--- src/rtl/encoder_pos_counter.sv ---
// encoder_pos_counter: quadrature decoder producing a signed, wrapping position
// count in x1/x2/x4 resolution, with illegal-transition detection and index
// (Z) capture.
// Optional feature macro: INDEX_CLEAR_EN -- when defined, a Z rising edge also
// zeroes the position after capturing it into indexPos.
module encoder_pos_counter #(
    parameter int WIDTH = 16
) (
    input  logic             clock,
    input  logic             reset,
    input  logic             phaseA,
    input  logic             phaseB,
    input  logic             phaseZ,
    input  logic [2:0]       cntSetting,
    input  logic             loadEn,
    input  logic [WIDTH-1:0] loadValue,
    input  logic             errClear,
    output logic [WIDTH-1:0] position,
    output logic             countValid,
    output logic [WIDTH-1:0] indexPos,
    output logic             indexPulse,
    output logic             errorFlag
);

    typedef enum logic [1:0] {
        MODE_X1  = 2'd0,
        MODE_X2  = 2'd1,
        MODE_X4  = 2'd2,
        MODE_OFF = 2'd3
    } mode_e;

    // Phase vectors are packed as {Z, A, B}.
    logic [2:0] r_meta;
    logic [2:0] r_sync;
    logic [2:0] r_prev;
    logic [1:0] r_prime;

    mode_e w_mode;
    logic  w_primed;
    logic  w_a_prev, w_b_prev, w_a_cur, w_b_cur;
    logic  w_a_chg, w_b_chg;
    logic  w_illegal;
    logic  w_step_up, w_step_dn;
    logic  w_z_rise;

    // Two-flop synchroniser followed by the history register.
    // NOTE: sequential state is written with non-blocking assignments so every
    // flop samples the pre-edge value of its source, forming a real pipeline.
    always_ff @(posedge clock or negedge reset) begin
        if (!reset) begin
            r_meta <= '0;
            r_sync <= '0;
            r_prev <= '0;
        end else begin
            r_meta <= {phaseZ, phaseA, phaseB};
            r_sync <= r_meta;
            r_prev <= r_sync;
        end
    end

    // Prime counter: suppress all decoding until the pipeline holds real pin data.
    always_ff @(posedge clock or negedge reset) begin
        if (!reset) begin
            r_prime <= '0;
        end else if (r_prime != 2'd3) begin
            r_prime <= r_prime + 2'd1;
        end
    end

    assign w_primed  = (r_prime == 2'd3);
    assign w_a_prev  = r_prev[1];
    assign w_b_prev  = r_prev[0];
    assign w_a_cur   = r_sync[1];
    assign w_b_cur   = r_sync[0];
    assign w_a_chg   = w_a_prev ^ w_a_cur;
    assign w_b_chg   = w_b_prev ^ w_b_cur;
    assign w_illegal = w_primed & w_a_chg & w_b_chg;
    assign w_z_rise  = w_primed & r_sync[2] & ~r_prev[2];

    // Resolution select; every unused encoding disables counting.
    always_comb begin
        case (cntSetting)
            3'd0:    w_mode = MODE_X1;
            3'd1:    w_mode = MODE_X2;
            3'd2:    w_mode = MODE_X4;
            default: w_mode = MODE_OFF;
        endcase
    end

    // Step decode. After an A edge the direction is up when A and B differ;
    // after a B edge it is up when they are equal (forward order 00,10,11,01).
    // NOTE: both outputs get a default before any branch so no latch is inferred.
    always_comb begin
        w_step_up = 1'b0;
        w_step_dn = 1'b0;
        if (w_primed && !(w_a_chg && w_b_chg)) begin
            case (w_mode)
                MODE_X4: begin
                    if (w_a_chg) begin
                        w_step_up = w_a_cur ^ w_b_cur;
                        w_step_dn = ~(w_a_cur ^ w_b_cur);
                    end else if (w_b_chg) begin
                        w_step_up = ~(w_a_cur ^ w_b_cur);
                        w_step_dn = w_a_cur ^ w_b_cur;
                    end
                end
                MODE_X2: begin
                    if (w_a_chg) begin
                        w_step_up = w_a_cur ^ w_b_cur;
                        w_step_dn = ~(w_a_cur ^ w_b_cur);
                    end
                end
                MODE_X1: begin
                    if (w_a_chg && w_a_cur) begin
                        w_step_up = ~w_b_cur;
                        w_step_dn = w_b_cur;
                    end
                end
                default: begin
                    w_step_up = 1'b0;
                    w_step_dn = 1'b0;
                end
            endcase
        end
    end

    // Position register: load beats index clear (when built in) beats counting.
    always_ff @(posedge clock or negedge reset) begin
        if (!reset) begin
            position   <= '0;
            countValid <= 1'b0;
        end else if (loadEn) begin
            position   <= loadValue;
            countValid <= 1'b0;
`ifdef INDEX_CLEAR_EN
        end else if (w_z_rise) begin
            position   <= '0;
            countValid <= 1'b0;
`endif
        end else if (w_step_up) begin
            position   <= position + WIDTH'(1);
            countValid <= 1'b1;
        end else if (w_step_dn) begin
            position   <= position - WIDTH'(1);
            countValid <= 1'b1;
        end else begin
            countValid <= 1'b0;
        end
    end

    // Index capture takes the position as it stood before this edge's update.
    always_ff @(posedge clock or negedge reset) begin
        if (!reset) begin
            indexPos   <= '0;
            indexPulse <= 1'b0;
        end else begin
            indexPulse <= w_z_rise;
            if (w_z_rise) begin
                indexPos <= position;
            end
        end
    end

    // Sticky error flag; a new illegal transition wins over a same-cycle clear.
    always_ff @(posedge clock or negedge reset) begin
        if (!reset) begin
            errorFlag <= 1'b0;
        end else if (w_illegal) begin
            errorFlag <= 1'b1;
        end else if (errClear) begin
            errorFlag <= 1'b0;
        end
    end

endmodule
--- config.mk ---
export PLATFORM = sky130hd
export DESIGN_NAME = encoder_pos_counter
export DESIGN_NICKNAME = d
export VERILOG_FILES = /design/src/rtl/encoder_pos_counter.sv
export SDC_FILE = /design/constraint.sdc
export NUM_CORES = 1
export LEC_CHECK = 0
export ABC_AREA = 1
export CAP_MARGIN = 20
export CORE_MARGIN = 1.5
export CORE_UTILIZATION = 41
export CTS_CLUSTER_DIAMETER = 200
export CTS_CLUSTER_SIZE = 25
export DETAILED_ROUTE_END_ITERATION = 16
export HOLD_SLACK_MARGIN = 0.1
export PLACE_DENSITY = 0.67
export SYNTH_ARGS = -nofsm -noshare
export SYNTH_HDL_FRONTEND = slang
export SYNTH_SLANG_ARGS = --single-unit
--- constraint.sdc ---
create_clock -name clock -period 3.9 [get_ports clock]
set_input_delay 0.39 -clock clock [delete_from_list [all_inputs] [get_ports clock]]
set_output_delay 0.39 -clock clock [all_outputs]
set_load 0.01 [all_outputs]
Yosys cells after proc, flatten, opt, wreduce, memory -nomap -nowiden

Index checks and enable logic that the tools add are counted.

Bits in registers: 46
Bits in latches: 0
RAM bits: 0
ROM bits: 0
Input bits: 26
Word-level logic and storage cells: 57
Memories kept: 0

Add/subtract/negate cells: 3
Multipliers: 0
Div/mod/pow operators: 0
$lt $le $gt $ge: 0
Equal/unequal tests: 6
Shift-type cells: 0
Mux-type cells: 21
Bitwise operators: 10
Reductions and logical operators: 8

Operators by type and width:

| operator              | number |
|---|---|
| $mux 16               | 3 |
| $add 16x1->16 const B | 1 |
| $sub 16x1->16 const B | 1 |
| $mux 1                | 15 |
| $pmux 1 s3            | 2 |
| $pmux 2 s3            | 1 |
| $and 1x1->1           | 4 |
| $eq 2x2->1 const B    | 2 |
| $eq 3x1->1 const B    | 1 |
| $eq 3x2->1 const B    | 1 |
| $logic_and 1x1->1     | 3 |
| $logic_not 3->1       | 1 |
| $not 1->1             | 3 |
| $reduce_bool 3->1     | 1 |
| $xor 1x1->1           | 3 |
| $add 2x1->2 const B   | 1 |
| $eq 2x1->1 const B    | 1 |
| $logic_not 2->1       | 1 |
| $ne 2x2->1 const B    | 1 |
| $reduce_bool 2->1     | 1 |
| $logic_not 1->1       | 1 |

Longest topological paths before layout

Depth in word-level cells: 8
Gate-level depth with buffers: 20
Gate-level depth less buffers: 20

Least setup slack after synthesis

OpenSTA, ideal clock, no wires.

Path kind: reg2reg
Start point: register r_sync[1]
End point: register position[9]
Data arrival time: 2.591 ns
Path slack: 1.185 ns
Stages on the path, launching flop included: 18
Path buffers: 0
Path through: dfrtp_1 > ha_1 > nand2_1 > nand2_1 > inv_2 > nand2_2 > nand2_1 > nand2_1 > ha_1 > a21oi_1 > nand2_1 > nand2_1 > nand3_1 > nand2_1 > nand2_1 > or2_0 > nand3_1 > nand3_1

Word-level cells in the longest chain between the ends: 8
Elaborated cells between the ends (all ways): 22
Those cells by class: mux (14); bitwise (3); reduce/logical (5)

RTL lines:

| element                  | line          | source |
|---|---|---|
| start: declaration       | 34            | `logic [2:0] r_sync;` |
| start signal: assignment | 56            | `r_sync <= r_meta;` |
| $xor 1x1->1              | n/a           |  |
| $not 1->1                | 101, 103, 110 |  |
| $mux 1                   | 102           | `end else if (w_b_chg) begin` |
| $mux 1                   | 99            | `if (w_a_chg) begin` |
| $pmux 1 s3               | 97            | `case (w_mode)` |
| $mux 1                   | 96            | `if (w_primed && !(w_a_chg && w_b_chg)) begin` |
| $mux 16                  | 140           | `end else if (w_step_up) begin` |
| $mux 16                  | 132           | `end else if (loadEn) begin` |
| end signal: assignment   | 133           | `position <= loadValue;` |
| end signal: assignment   | 141           | `position <= position + WIDTH'(1);` |
| end signal: assignment   | 144           | `position <= position - WIDTH'(1);` |
| end: declaration         | 18            | `output logic [WIDTH-1:0] position,` |

Parallel ways exist; a longest one is shown, timed or not.
A chain may end at the register's enable or synchronous reset.

Worst setup path after layout

Start point: input cntSetting[1]
End point: register position[9]

Word-level cells in the longest chain between the ends: 7
Elaborated cells between the ends (all ways): 14
Those cells by class: eq/ne (4); mux (7); reduce/logical (3)

RTL lines:

| element                            | line | source |
|---|---|---|
| start: declaration                 | 14   | `input logic [2:0] cntSetting,` |
| $eq 3x2->1 (tied with other cells) | 82   | `case (cntSetting)` |
| $pmux 2 s3 (*)                     | 82   |  |
| $eq 2x1->1 (tied with other cells) | 97   |  |
| $pmux 1 s3                         | 97   |  |
| $mux 1                             | 96   |  |
| $mux 16                            | 140  |  |
| $mux 16                            | 132  |  |

Mark *: on every way between the ends. The rest lies on a longest branch, timed or not.

==> qor.yml <==
timing:
  post-route-min-period_ps: 3177
  finalClockSkew_ps: 9.552
  fin_crit_sh_pct: 81.45
  max_slew_margin_pct: 35.22
  tns_ps: 0
  tightest_slew_ps: 968.7
  hold_ws_ps: 353.7
  fmax_ghz: 0.3148
  grt_setup_unrepaired: "no"
  finalSetupViolCount: 0
  drv_slew: 0
  hold_viol: 0
critical_path:
  rr_endpoint: "position[9]"
  cp_top_family: "simple AND/OR/NAND/NOR gates"
  cp.required_ps: 4090
  cp_cell_sequence: "clkdlybuf4s50_1 > inv_1 > nand3b_1 > nand2_1 > nand2_1 > inv_2 > nand2_2 > nand2_1 > nand2_1 > ha_1 > a21oi_1 > nand2_1 > nand2_1 > nand3_1 > nand2_1 > nand2_1 > or2_0 > nand3_1 > nand3_1"
  critical_path.endpoint_type: "flip-flop"
  crit_path_top_delay_cell: "ha_1"
  path_class: "in2reg"
  crit_arrival_ps: 3370
  r2r_slack_ps: 740
  critPathLaunchType: "input port"
  worstRegToRegCells: 16
  r2r_start: "r_sync[1]"
  critPathMaxFanout: 16
  cpPeakStageDelay_ps: 520
  path_common_cell: "nand2_1"
  crit_buf_inv: 3
power:
  power.total_mw: 1.590
  p_leak_nw: 1.723
  power_per_cell_area_mw_per_mm2: 453.1
  vdd_drop_max_v: 0.0002663
logic_synthesis:
  syn_nets: 398
  synth_cell_type_count: 30
  synth_seq_cells: 46
  synth_top_area_cell: "dfrtp_1"
  yosys_warnings: 0
  syn_avg_cell_area_um2: 7.673
  yosys-top-cells-area: "dfrtp_1 42%, nand2_1 18%, ha_1 7.3%"
  syn_inst: 355
  syn_area_mm2: 0.002724
  synth_top_area_share_pct: 42.26
  synth-seq-area-share_pct: 42.26
route:
  viasPerCell: 4.937
  drt_wl_total_um: 6735
  wl_per_cell_um: 13.61
  first_pass_iters: 4
  drc: 0
  ant_nets: 0
  vias: 2444
  first_iter_violations: 120
floorplan:
  die_y_um: 84.51
  die_w_um: 84.51
  die-area_mm2: 0.007142
  ios: 61
  initial_utilization_pct: 42.65
  rows: 29
  core_area_mm2: 0.006386
placed_design:
  place_area_mm2: 0.003373
  portBuffers: 60
  gp_congestion: 0.9116
  dp.final_hpwl_um: 5042
status:
  outcome: "complete, no violations"
grt:
  grt_usage_pct: 20.13
  grt_max_degree: 47
  grt_pass1_vias: 2393
  grt_pass1_wl_um: 11560
  overflow: 0
  antenna_found_initial: 0
worst_hold_path:
  holdPathEnd: "r_sync[2]"
  worstHoldStart: "r_meta[2]"
  whs_path_depth: 0
  hold_path.class: "reg2reg"
clocking:
  cts_setup_buffers: 0
  clock_latency_ps: 300
  cts_tree: "built"
  clk_pin_slew_worst_paths_ps: 90
  clk_path_buf_depth: 2
  post_cts_resized: 0
  clock_sinks: 46
  cts_max_level: 2
  cts-root-buf: "clkbuf_8"
  hold_buffers: 0
  cts_buffers: 5
cells_and_area:
  area_growth_pct: 28.85
  final_cell_mix: "129 x nand2_1, 59 x clkdlybuf4s50_1, 46 x dfrtp_1"
  fin_util_pct: 54.96
  nNetsFinal: 460
  final_cell_area_mm2: 0.003510
  layout_commonest_cell: "nand2_1"
  drive_above_1_share_pct: 6.699
  n_antenna_cell: 0
job:
  drv_cap: 0
power breakdown:
group,internal [mW],switching [mW],total [mW]
registers,0.543,0.0601,0.603
logic,0.293,0.340,0.633
clock network,0.192,0.163,0.355
worst reg2reg max path: stages (launching register included):
cell	delay, ps
dfrtp_1	420
ha_1	330
nand3_1	120
nand2_1	90
nand2_2	70
nand2_1	80
nand2_1	370
ha_1	530
a21oi_1	170
nand2_1	150
nand2_1	90
nand3_1	130
nand2_1	90
nand2_1	60
or2_0	200
nand3_1	80
nand3_1	70
through the flow:
| step | setup slack (ps) | instances |
|---|---|---|
| finish | 723.4 | 495 |
| detailed placement | 380.2 | 485 |
| global route | 414.0 | 495 |
| CTS | 712.7 | 493 |
| global placement | 497.2 | 485 |
| floorplan | 1185 | 355 |
worst max path at each step:
stage | from | endpoint | slack [ps] | cells after the start
floorplan | r_sync[1] | position[9] | 1180 | 17
global placement | cntSetting[2] | position[9] | 500 | 18
detailed placement | cntSetting[1] | position[9] | 380 | 19
CTS | r_sync[1] | position[9] | 710 | 16
global route | cntSetting[1] | position[9] | 410 | 18
finish | cntSetting[1] | position[9] | 720 | 19
logic make-up after synthesis:
family	share of synthesized area (%)
adders and majority gates	8.084
xor gates and xnor gates	2.894
buffers and inverters	6.109
AOI/OAI and AO/OA	8.268
muxes	0.7809
DFF	42.26
and+or+nand+nor	31.60
synth_stat cells, drive strengths merged:
cell type  instances
clkbuf             4
xor2               3
nand3b             2
a21o               2
or2                3
o21ai             20
xnor2              6
dfrtp             46
mux2i              1
inv               33
fa                 1
mux2               1
nand2            138
nor3               1
nand4              1
a21oi             19
nor2              20
ha                16
buf                3
nand3             35
final cells by class:
class	instances	area, um2
fillers	625	2877
multi-input cells	269	1406
flip-flops and latches	46	1151
repair buffers	62	625.6
inverters	33	123.9
well taps	77	96.34
clock buffers	7	76.32
clock inverters	1	30.03
per-layer routing:
metal / GRT usage (%) / vias up / share of wire (%)
li1: - / 1266 / -
met1: 27.66 / 1112 / 48
met2: 32.76 / 56 / 47
met3: 3.245 / 10 / 3.9
met4: 6.158 / 0 / 1.4
met5: 0 / - / 0
sequential cells by signal, indices dropped and copies added, names as in the netlist:
signal      flops
r_prime         2
errorFlag       1
position       16
r_sync          3
indexPulse      1
r_meta          3
indexPos       16
r_prev          3
countValid      1
Power figures use the tool's default switching activity.
